$ cat src/rtl/mips_pkg.sv
// Shared definitions for the MIPS instruction-memory loader.
package mips_pkg;

    localparam int WORD_SIZE = 32;
    localparam int BYTES_PER_WORD = WORD_SIZE / 8;
    localparam logic [WORD_SIZE-1:0] HALT_WORD = 32'hFFFF_FFFF;

    typedef enum logic [2:0] {
        IDLE,
        RECV,
        WRITE,
        CHECK,
        DONE
    } loader_state_t;

endpackage

$ cat src/rtl/instr_mem_loader_byte_packer.sv
// byte_packer: shifts UART bytes into a word, first byte ending up in the
// most significant lane. word_valid_o is combinational and coincides with
// the byte that completes the word, so word_o already includes that byte.
module byte_packer
    import mips_pkg::*;
#(
    parameter int SIZE = WORD_SIZE
) (
    input  logic            i_clk,
    input  logic            i_rst,
    input  logic            clear_i,
    input  logic            byte_valid_i,
    input  logic [7:0]      byte_i,
    output logic [SIZE-1:0] word_o,
    output logic            word_valid_o
);

    localparam int BYTES = SIZE / 8;
    localparam int CNT_W = (BYTES > 1) ? $clog2(BYTES) : 1;
    localparam logic [CNT_W-1:0] LAST = CNT_W'(BYTES - 1);

    logic [CNT_W-1:0] cnt_q, cnt_d;
    logic [SIZE-1:0]  shift_q, shift_d;

    // Next shift value and byte position; word completes on the last lane.
    always_comb begin
        shift_d      = (shift_q << 8) | SIZE'(byte_i);
        cnt_d        = (cnt_q == LAST) ? '0 : cnt_q + CNT_W'(1);
        word_o       = shift_d;
        word_valid_o = byte_valid_i && (cnt_q == LAST);
    end

    // Byte counter and shift register; clear_i realigns at the start of a load.
    always_ff @(posedge i_clk) begin
        if (i_rst || clear_i) begin
            cnt_q   <= '0;
            shift_q <= '0;
        end else if (byte_valid_i) begin
            cnt_q   <= cnt_d;
            shift_q <= shift_d;
        end
    end

endmodule

$ cat src/rtl/instr_mem_loader.sv
// instr_mem_loader: packs debugger UART bytes into instruction words and
// writes them sequentially into instruction memory, stalling the pipeline
// while loading and issuing a one-cycle program reset after a good load.
//
// Optional feature macro: LOADER_CHECKSUM_EN
//   When defined, a running XOR of every program byte (halt word included)
//   is compared against one extra byte received after the halt word.
//
// state | meaning
// IDLE  | waiting for i_start, bytes ignored
// RECV  | collecting bytes of the current word
// WRITE | write strobe active; decide halt / overflow / continue
// CHECK | waiting for the checksum byte (LOADER_CHECKSUM_EN only)
// DONE  | one-cycle completion, o_done and optionally o_prog_reset high
module instr_mem_loader
    import mips_pkg::*;
#(
    parameter int              SIZE       = WORD_SIZE,
    parameter int              MEM_SIZE   = 64,
    parameter int              ADDR_WIDTH = $clog2(MEM_SIZE),
    parameter logic [SIZE-1:0] HALT_WORD  = mips_pkg::HALT_WORD
) (
    input  logic                  i_clk,
    input  logic                  i_rst,
    input  logic                  i_start,
    input  logic                  i_rx_done,
    input  logic [7:0]            i_rx_data,
    output logic                  o_inst_write_enable,
    output logic [ADDR_WIDTH-1:0] o_write_addr,
    output logic [SIZE-1:0]       o_write_data,
    output logic                  o_busy,
    output logic                  o_done,
    output logic                  o_prog_reset,
    output logic                  o_error,
    output logic [ADDR_WIDTH:0]   o_word_count
);

    localparam logic [ADDR_WIDTH-1:0] LAST_ADDR = ADDR_WIDTH'(MEM_SIZE - 1);
    localparam logic [ADDR_WIDTH:0]   CNT_ONE   = (ADDR_WIDTH + 1)'(1);

    loader_state_t state_q;

    logic                  we_q;
    logic [ADDR_WIDTH-1:0] addr_q;
    logic [SIZE-1:0]       data_q;
    logic                  busy_q;
    logic                  done_q;
    logic                  prst_q;
    logic                  error_q;
    logic [ADDR_WIDTH:0]   word_count_q;

    logic                  pk_clear;
    logic                  pk_accept;
    logic [SIZE-1:0]       pk_word;
    logic                  pk_word_valid;

`ifdef LOADER_CHECKSUM_EN
    logic [7:0]            xor_q;
`endif

    // Bytes are taken while collecting and also during the write cycle, so a
    // back-to-back byte right after the 4th one becomes byte 0 of the next word.
    always_comb begin
        pk_clear  = (state_q == IDLE) && i_start;
        pk_accept = i_rx_done && ((state_q == RECV) || (state_q == WRITE));
    end

    byte_packer #(
        .SIZE (SIZE)
    ) u_packer (
        .i_clk        (i_clk),
        .i_rst        (i_rst),
        .clear_i      (pk_clear),
        .byte_valid_i (pk_accept),
        .byte_i       (i_rx_data),
        .word_o       (pk_word),
        .word_valid_o (pk_word_valid)
    );

    // Loader FSM with registered outputs, word counter and write port.
    always_ff @(posedge i_clk) begin
        if (i_rst) begin
            state_q      <= IDLE;
            we_q         <= 1'b0;
            addr_q       <= '0;
            data_q       <= '0;
            busy_q       <= 1'b0;
            done_q       <= 1'b0;
            prst_q       <= 1'b0;
            error_q      <= 1'b0;
            word_count_q <= '0;
        end else begin
            we_q   <= 1'b0;
            done_q <= 1'b0;
            prst_q <= 1'b0;
            case (state_q)
                IDLE: begin
                    if (i_start) begin
                        state_q      <= RECV;
                        busy_q       <= 1'b1;
                        error_q      <= 1'b0;
                        word_count_q <= '0;
                    end
                end
                RECV: begin
                    if (pk_word_valid) begin
                        state_q <= WRITE;
                        we_q    <= 1'b1;
                        addr_q  <= word_count_q[ADDR_WIDTH-1:0];
                        data_q  <= pk_word;
                    end
                end
                WRITE: begin
                    word_count_q <= word_count_q + CNT_ONE;
                    if (data_q == HALT_WORD) begin
`ifdef LOADER_CHECKSUM_EN
                        state_q <= CHECK;
`else
                        state_q <= DONE;
                        done_q  <= 1'b1;
                        prst_q  <= 1'b1;
`endif
                    end else if (addr_q == LAST_ADDR) begin
                        // Memory full without a halt word: last slot is kept, load fails.
                        state_q <= DONE;
                        done_q  <= 1'b1;
                        error_q <= 1'b1;
                    end else begin
                        state_q <= RECV;
                    end
                end
`ifdef LOADER_CHECKSUM_EN
                CHECK: begin
                    if (i_rx_done) begin
                        state_q <= DONE;
                        done_q  <= 1'b1;
                        if (i_rx_data == xor_q) begin
                            prst_q <= 1'b1;
                        end else begin
                            error_q <= 1'b1;
                        end
                    end
                end
`endif
                DONE: begin
                    state_q <= IDLE;
                    busy_q  <= 1'b0;
                end
                default: begin
                    state_q <= IDLE;
                    busy_q  <= 1'b0;
                end
            endcase
        end
    end

`ifdef LOADER_CHECKSUM_EN
    // Running XOR over every program byte the packer takes.
    always_ff @(posedge i_clk) begin
        if (i_rst || pk_clear) begin
            xor_q <= 8'h00;
        end else if (pk_accept) begin
            xor_q <= xor_q ^ i_rx_data;
        end
    end
`endif

    assign o_inst_write_enable = we_q;
    assign o_write_addr        = addr_q;
    assign o_write_data        = data_q;
    assign o_busy              = busy_q;
    assign o_done              = done_q;
    assign o_prog_reset        = prst_q;
    assign o_error             = error_q;
    assign o_word_count        = word_count_q;

endmodule

$ cat config.mk
export PLATFORM = sky130hd
export DESIGN_NAME = instr_mem_loader
export DESIGN_NICKNAME = d
export VERILOG_FILES = /design/src/rtl/mips_pkg.sv /design/src/rtl/instr_mem_loader_byte_packer.sv /design/src/rtl/instr_mem_loader.sv
export SDC_FILE = /design/constraint.sdc
export NUM_CORES = 1
export LEC_CHECK = 0
export ABC_AREA = 1
export CAP_MARGIN = 5
export CORE_MARGIN = 4
export CORE_UTILIZATION = 46
export DETAILED_ROUTE_END_ITERATION = 16
export GPL_ROUTABILITY_DRIVEN = 0
export GPL_TIMING_DRIVEN = 1
export PLACE_DENSITY_LB_ADDON = 0.12
export SYNTH_ARGS = -nofsm -noshare
export SYNTH_HDL_FRONTEND = slang
export SYNTH_SLANG_ARGS = --single-unit
$ cat constraint.sdc
create_clock -name i_clk -period 1.2 [get_ports i_clk]
set_clock_uncertainty 0.05 [all_clocks]
set_input_delay 0.24 -clock i_clk [delete_from_list [all_inputs] [get_ports i_clk]]
set_output_delay 0.24 -clock i_clk [all_outputs]
set_load 0.02 [all_outputs]
==> impl_metrics.json, run 1 <==
{
  "status": "complete, but fails checks",
  "violations": "setup timing",
  "utilization": 0.730,
  "regArea_um2": 1610,
  "cts-root-buf": "clkbuf_8",
  "antenna_left": 0,
  "synth_top_area_cell": "dfxtp_1",
  "fin_setup_tns_ps": -6020,
  "grt_use_met1": 0.274,
  "rsz0062_at_grt": "yes",
  "vias": 3059,
  "hp-start": "o_write_data[4]",
  "drt_pass1_iterations": 4,
  "worst-r2r-setup-slack_ps": -140,
  "ctsHoldBuffers": 0,
  "boundaryPins": 62,
  "slew_violations": 0,
  "holdWs_ps": 402,
  "finalSetupViolations": 73,
  "ys_async_sr_fraction": 0,
  "min_path_cells": 2,
  "wl_per_cell_um": 15.5,
  "worstPathRequired_ps": 1430,
  "min_period_over_period": 1.12,
  "grt.total_usage": 0.223,
  "period_needed_ps": 1340,
  "stdcell_count": 599,
  "ir_worst_vdd_mv": 0.683,
  "netlist-cell-type-count": 26,
  "portBuffers": 61,
  "h-tree-depth": 3,
  "yosysTopAreaCellShare": 0.508,
  "r2r-end": "u_packer.shift_q[17]",
  "area_growth_pct": 51.5,
  "p_leak_nw": 1.87,
  "syn_area_um2": 3110,
  "dpl.hpwl_mm": 5.35,
  "die_area_um2": 8140,
  "nFillCells": 493,
  "worst-endpoint-arrival_ps": 1570,
  "power_density_nw_per_um2": 1110,
  "grt_pass1_wl_mm": 14.7,
  "yosysWarnings": 0,
  "syn_nets": 418,
  "synth_edf_count": 0,
  "startpoint": "state_q[0]",
  "drt_wl_total_mm": 9.26,
  "drt-initial-drc-count": 122,
  "grt.busiest_layer": "met2",
  "synth_area_leaders": "dfxtp_1, nand2_1, a21oi_1",
  "slew_headroom": 0.773,
  "core_um2": 6460,
  "clock_latency_ps": 350,
  "worst-setup-path-type": "reg -> reg",
  "setup_ws_ps": -144,
  "layout-drive-gt1-share": 0.477,
  "dp.cells": 571,
  "cts_tree": "built",
  "multi_input_area_um2": 1560,
  "rr_startpoint": "state_q[0]",
  "syn-instance-count": 404,
  "synth_area_per_cell_um2": 7.70,
  "clock-sinks": 79,
  "gr-usage-met2": 0.386,
  "tightestPinTransition_ps": 341,
  "clockBufferDepth": 2,
  "viasPerCell": 5.11,
  "yosysSeqAreaShare": 0.508,
  "hold_path.class": "reg -> reg",
  "nets": 531,
  "synth-main-ff-cell": "dfxtp_1",
  "grt_use_met3": 0.0392,
  "die_y_um": 90.2,
  "timing.fmax_mhz": 744,
  "maxCapViolCount": 0,
  "grt_pass1_vias": 3039,
  "min_to": "o_write_data[4]",
  "die_w_um": 90.2,
  "rows": 29,
  "antenna_found_initial": 0,
  "layout_commonest_cell": "nand2_1",
  "start_util": 0.482,
  "ys_ff_latch": 79,
  "startpoint_type": "flip-flop",
  "route.detailed.drc": 0,
  "numCtsBuffers": 9,
  "grt_remaining_overflow": 0,
  "cp_max_fo": 13,
  "hold_viol": 0,
  "grt_max_degree": 22,
  "crit_path_end_kind": "flip-flop",
  "ff2ff_path_depth": 9,
  "final_cell_mix": "nand2_1, dfxtp_1, buf_4",
  "clk_pin_slew_worst_paths_ps": 80,
  "num_antenna_cells": 0
}
[worst max-delay path by stage]
stage | to | cells past startpoint | slack [ps]
after floorplan | u_packer.shift_q[10] | 10 | -80
after global placement | u_packer.shift_q[5] | 7 | -350
after detailed placement | u_packer.shift_q[5] | 7 | -360
after CTS | o_write_data[21] | 8 | -90
after global routing | state_q[0] | 9 | -220
final | u_packer.shift_q[17] | 9 | -140
[cell families after synthesis]
logic type      synth area share
simple gates               0.185
compound gates             0.197
xor+xnor                 0.00282
fa+ha+maj                0.00804
buf+inv                   0.0989
flops                      0.508
[per-layer routing]
metal  part of all wire  up-vias
met5                  0        -
met4              0.014        0
met3              0.044       15
met2               0.51       88
met1               0.43     1437
li1                   -     1519
[power by group]
part	internal, W	leakage (nW)	total [W]	switching, W
Combinational	0.000209	1.12	0.000465	0.000255
Sequential	0.00264	0.649	0.00266	0.0000209
Clock	0.00114	0.103	0.00209	0.000955
[sequential cells by signal, indices dropped and copies added (netlist names)]
register and flops:
o_busy 1, o_prog_reset 1, o_write_addr 6, u_packer.cnt_q 2, o_error 1, o_inst_write_enable 1, o_write_data 32, o_done 1
state_q 3, u_packer.shift_q 24, o_word_count 7
[worst max-delay path, cell delays in order (launching register included)]
cell,delay (ps)
dfxtp_2,340
nor2_4,150
inv_4,70
nor2_8,80
inv_2,50
nand2_4,70
nand2_8,110
inv_8,120
nand2_1,90
a21oi_2,150
[Yosys cell counts (all sizes together) (2+ instances only)]
cell type and count:
a21oi 74, buf 11, clkbuf 8, dfxtp 79
ha 2, inv 50, nand2 99, nand3 9
nor2 28, o21ai 38
[cell type report]
class / instances / area share
clock buffer: 14 / 0.0366
clock inverter: 2 / 0.00796
multi-input combinational: 255 / 0.332
sequential: 79 / 0.342
timing repair buffer: 120 / 0.215
timing repair inverter: 1 / 0.00239
tap: 77 / 0.0204
inverter: 51 / 0.0438
[through the flow]
stage	area (um^2)	setup WS, ps	power [W]
after floorplan	3160	-75.5	0.00289
after global placement	4130	-349	0.00304
after detailed placement	4130	-363	0.00304
after CTS	4500	-87.1	0.00517
after global routing	4720	-222	0.00538
final	4720	-144	0.00521
[what timing repair did]
item	CTS	global route
setup buffers	5	0
cloned	6	1
pin swaps	11	11
endpoints found under the setup margin	127	98
gates resized for setup	300	74
Note: power is estimated with default switching activity, not from simulation.
==> inputs of run 2 (changes only) <==
--- a/config.mk
+++ b/config.mk
@@ -8,8 +8,9 @@
 export ABC_AREA = 1
 export CAP_MARGIN = 5
 export CORE_MARGIN = 4
-export CORE_UTILIZATION = 46
+export CORE_UTILIZATION = 55
 export DETAILED_ROUTE_END_ITERATION = 16
+export DONT_BUFFER_PORTS = 1
 export GPL_ROUTABILITY_DRIVEN = 0
 export GPL_TIMING_DRIVEN = 1
 export PLACE_DENSITY_LB_ADDON = 0.12
==> constraint.sdc (replaced) <==
create_clock -name i_clk -period 1.3 [get_ports i_clk]
set_clock_uncertainty 0.05 [all_clocks]
set_input_delay 0.26 -clock i_clk [delete_from_list [all_inputs] [get_ports i_clk]]
set_output_delay 0.26 -clock i_clk [all_outputs]
set_load 0.02 [all_outputs]
==> impl_metrics.json, run 2 (same netlist as run 1, synthesis figures left out) <==
{
  "status": "complete, but fails checks",
  "violations": "setup timing",
  "path_buf_inv": 4,
  "power_density_nw_per_um2": 1110,
  "p_clk_frac": 0.404,
  "rr_startpoint": "state_q[1]",
  "worst-setup-path-type": "reg -> reg",
  "final_cell_mix": "nand2_1, dfxtp_1, buf_4",
  "nets": 491,
  "viasPerCell": 5.31,
  "critPathMostFrequentCell": "inv_2",
  "min_to": "u_packer.shift_q[3]",
  "dp.cells": 522,
  "worst-r2r-setup-slack_ps": -20,
  "numCtsBuffers": 9,
  "layout-drive-gt1-share": 0.313,
  "boundaryPins": 62,
  "timing.fmax_mhz": 759,
  "grt_remaining_overflow": 0,
  "switchingPower_w": 0.00106,
  "p_int_w": 0.00365,
  "maxCapViolCount": 0,
  "clockBufferDepth": 2,
  "die_w_um": 83.2,
  "hold_viol": 0,
  "num_antenna_cells": 0,
  "min_period_over_period": 1.01,
  "h-tree-depth": 3,
  "cts-root-buf": "clkbuf_8",
  "ir_worst_vdd_mv": 0.982,
  "ff2ff_path_depth": 8,
  "p_seq_frac": 0.521,
  "min_path_cells": 2,
  "slew_violations": 0,
  "period_needed_ps": 1320,
  "rows": 27,
  "p_leak_nw": 1.62,
  "rsz0062_at_grt": "yes",
  "area_growth_pct": 36.7,
  "nFillCells": 377,
  "grt_pass1_vias": 2820,
  "antenna_found_initial": 0,
  "slew_headroom": 0.714,
  "tightestPinTransition_ps": 428,
  "grt_pass1_wl_mm": 12.9,
  "drt_pass1_iterations": 4,
  "r2r-end": "u_packer.shift_q[8]",
  "worst-endpoint-arrival_ps": 1550,
  "largest_reg_flops": 32,
  "switching_share": 0.225,
  "grt_max_degree": 40,
  "die_y_um": 83.2,
  "die_area_um2": 6920,
  "crit_family": "buffers and inverters",
  "combPwrFrac": 0.075,
  "route.detailed.drc": 0,
  "drt_wl_total_mm": 8.40,
  "vias": 2931,
  "wl_per_cell_um": 15.2,
  "finalSetupViolations": 6,
  "cp_max_fo": 6,
  "fin_setup_tns_ps": -32.3,
  "startpoint_type": "flip-flop",
  "crit_slowest_cell": "dfxtp_2",
  "pre_cts_slack_ps": -54.4,
  "setup_ws_ps": -16.7,
  "total_power_w": 0.00471,
  "clk_pin_slew_worst_paths_ps": 80,
  "cts_tree": "built",
  "stdcell_count": 552,
  "slowest_delay_ps": 320,
  "start_util": 0.565,
  "grt.total_usage": 0.230,
  "worstPathRequired_ps": 1530,
  "crit_path_end_kind": "flip-flop",
  "antenna_left": 0,
  "clock-sinks": 79,
  "worstPathCellList": "inv_2, buf_4, nand2_1, nor2_2, inv_2, nand2_8, clkbuf_16, a21oi_1",
  "dpl.hpwl_mm": 5.19,
  "hp-start": "i_rx_data[3]",
  "layout_commonest_cell": "nand2_1",
  "hold_path.class": "in -> reg",
  "clock_latency_ps": 350,
  "portBuffers": 0,
  "drt-initial-drc-count": 133,
  "core_um2": 5510
}
-- run 2: worst register-to-register path: cells and delay by family, from the launching register on --
kind / cells / cell delay [ps]
DFF: 1 / 320
AOI/OAI and AO/OA: 1 / 130
and+or+nand+nor: 3 / 250
buffers and inverters: 4 / 510
-- run 2: how the worst max path moves through the flow --
stage,from,end,slack (ps),cells past startpoint
6_report,state_q[1],u_packer.shift_q[8],-20,8
3_3_place_gp,state_q[1],u_packer.shift_q[1],-30,8
3_5_place_dp,state_q[2],state_q[0],-50,9
4_1_cts,u_packer.cnt_q[0],o_write_data[10],1,5
5_1_grt,state_q[2],state_q[0],-100,10
2_1_floorplan,state_q[2],u_packer.shift_q[9],20,9
-- run 2: per-layer routing --
metal,wire length [um],global-route usage,vias up
li1,-,-,1438
met1,3450,0.277,1385
met2,4290,0.389,87
met3,452,0.0585,21
met4,210,0.0936,0
met5,0,0,-
-- run 2: power groups by stage --
stage | sequential, W | clock, W | combinational (W)
floorplan | 0.00251 | 0 | 0.000158
global placement | 0.00251 | 0 | 0.000222
detailed placement | 0.00251 | 0 | 0.000224
CTS | 0.00245 | 0.00193 | 0.000275
global route | 0.00246 | 0.00204 | 0.000381
finish | 0.00246 | 0.00190 | 0.000352
-- run 2: final cells by class --
cell class,count,area [um^2],share of cell area
clock buffers,10,128,0.0300
clock inverters,4,72.6,0.0171
inverters,51,204,0.0479
multi-input cells,255,1390,0.326
flip-flops and latches,79,1590,0.375
well taps,72,90.1,0.0212
repair buffers,80,772,0.181
repair inverters,1,8.76,0.00206
-- run 2: timing repair --
item	4_1_cts	5_1_grt
gates resized for setup	12	78
setup buffers	0	2
endpoints found under the hold margin	16	0
gates cloned	1	5
hold buffers	8	0
pin swaps	0	7
endpoints found under the setup margin	43	75
-- run 2: through the flow --
step / instance area, um^2 / utilization / hold slack [ps]
2_1_floorplan: 3110 / - / 353
3_3_place_gp: 3630 / 0.659 / 273
3_5_place_dp: 3630 / 0.659 / 277
4_1_cts: 3960 / 0.719 / 16.4
5_1_grt: 4250 / 0.773 / 24.4
6_report: 4250 / 0.773 / 24.1
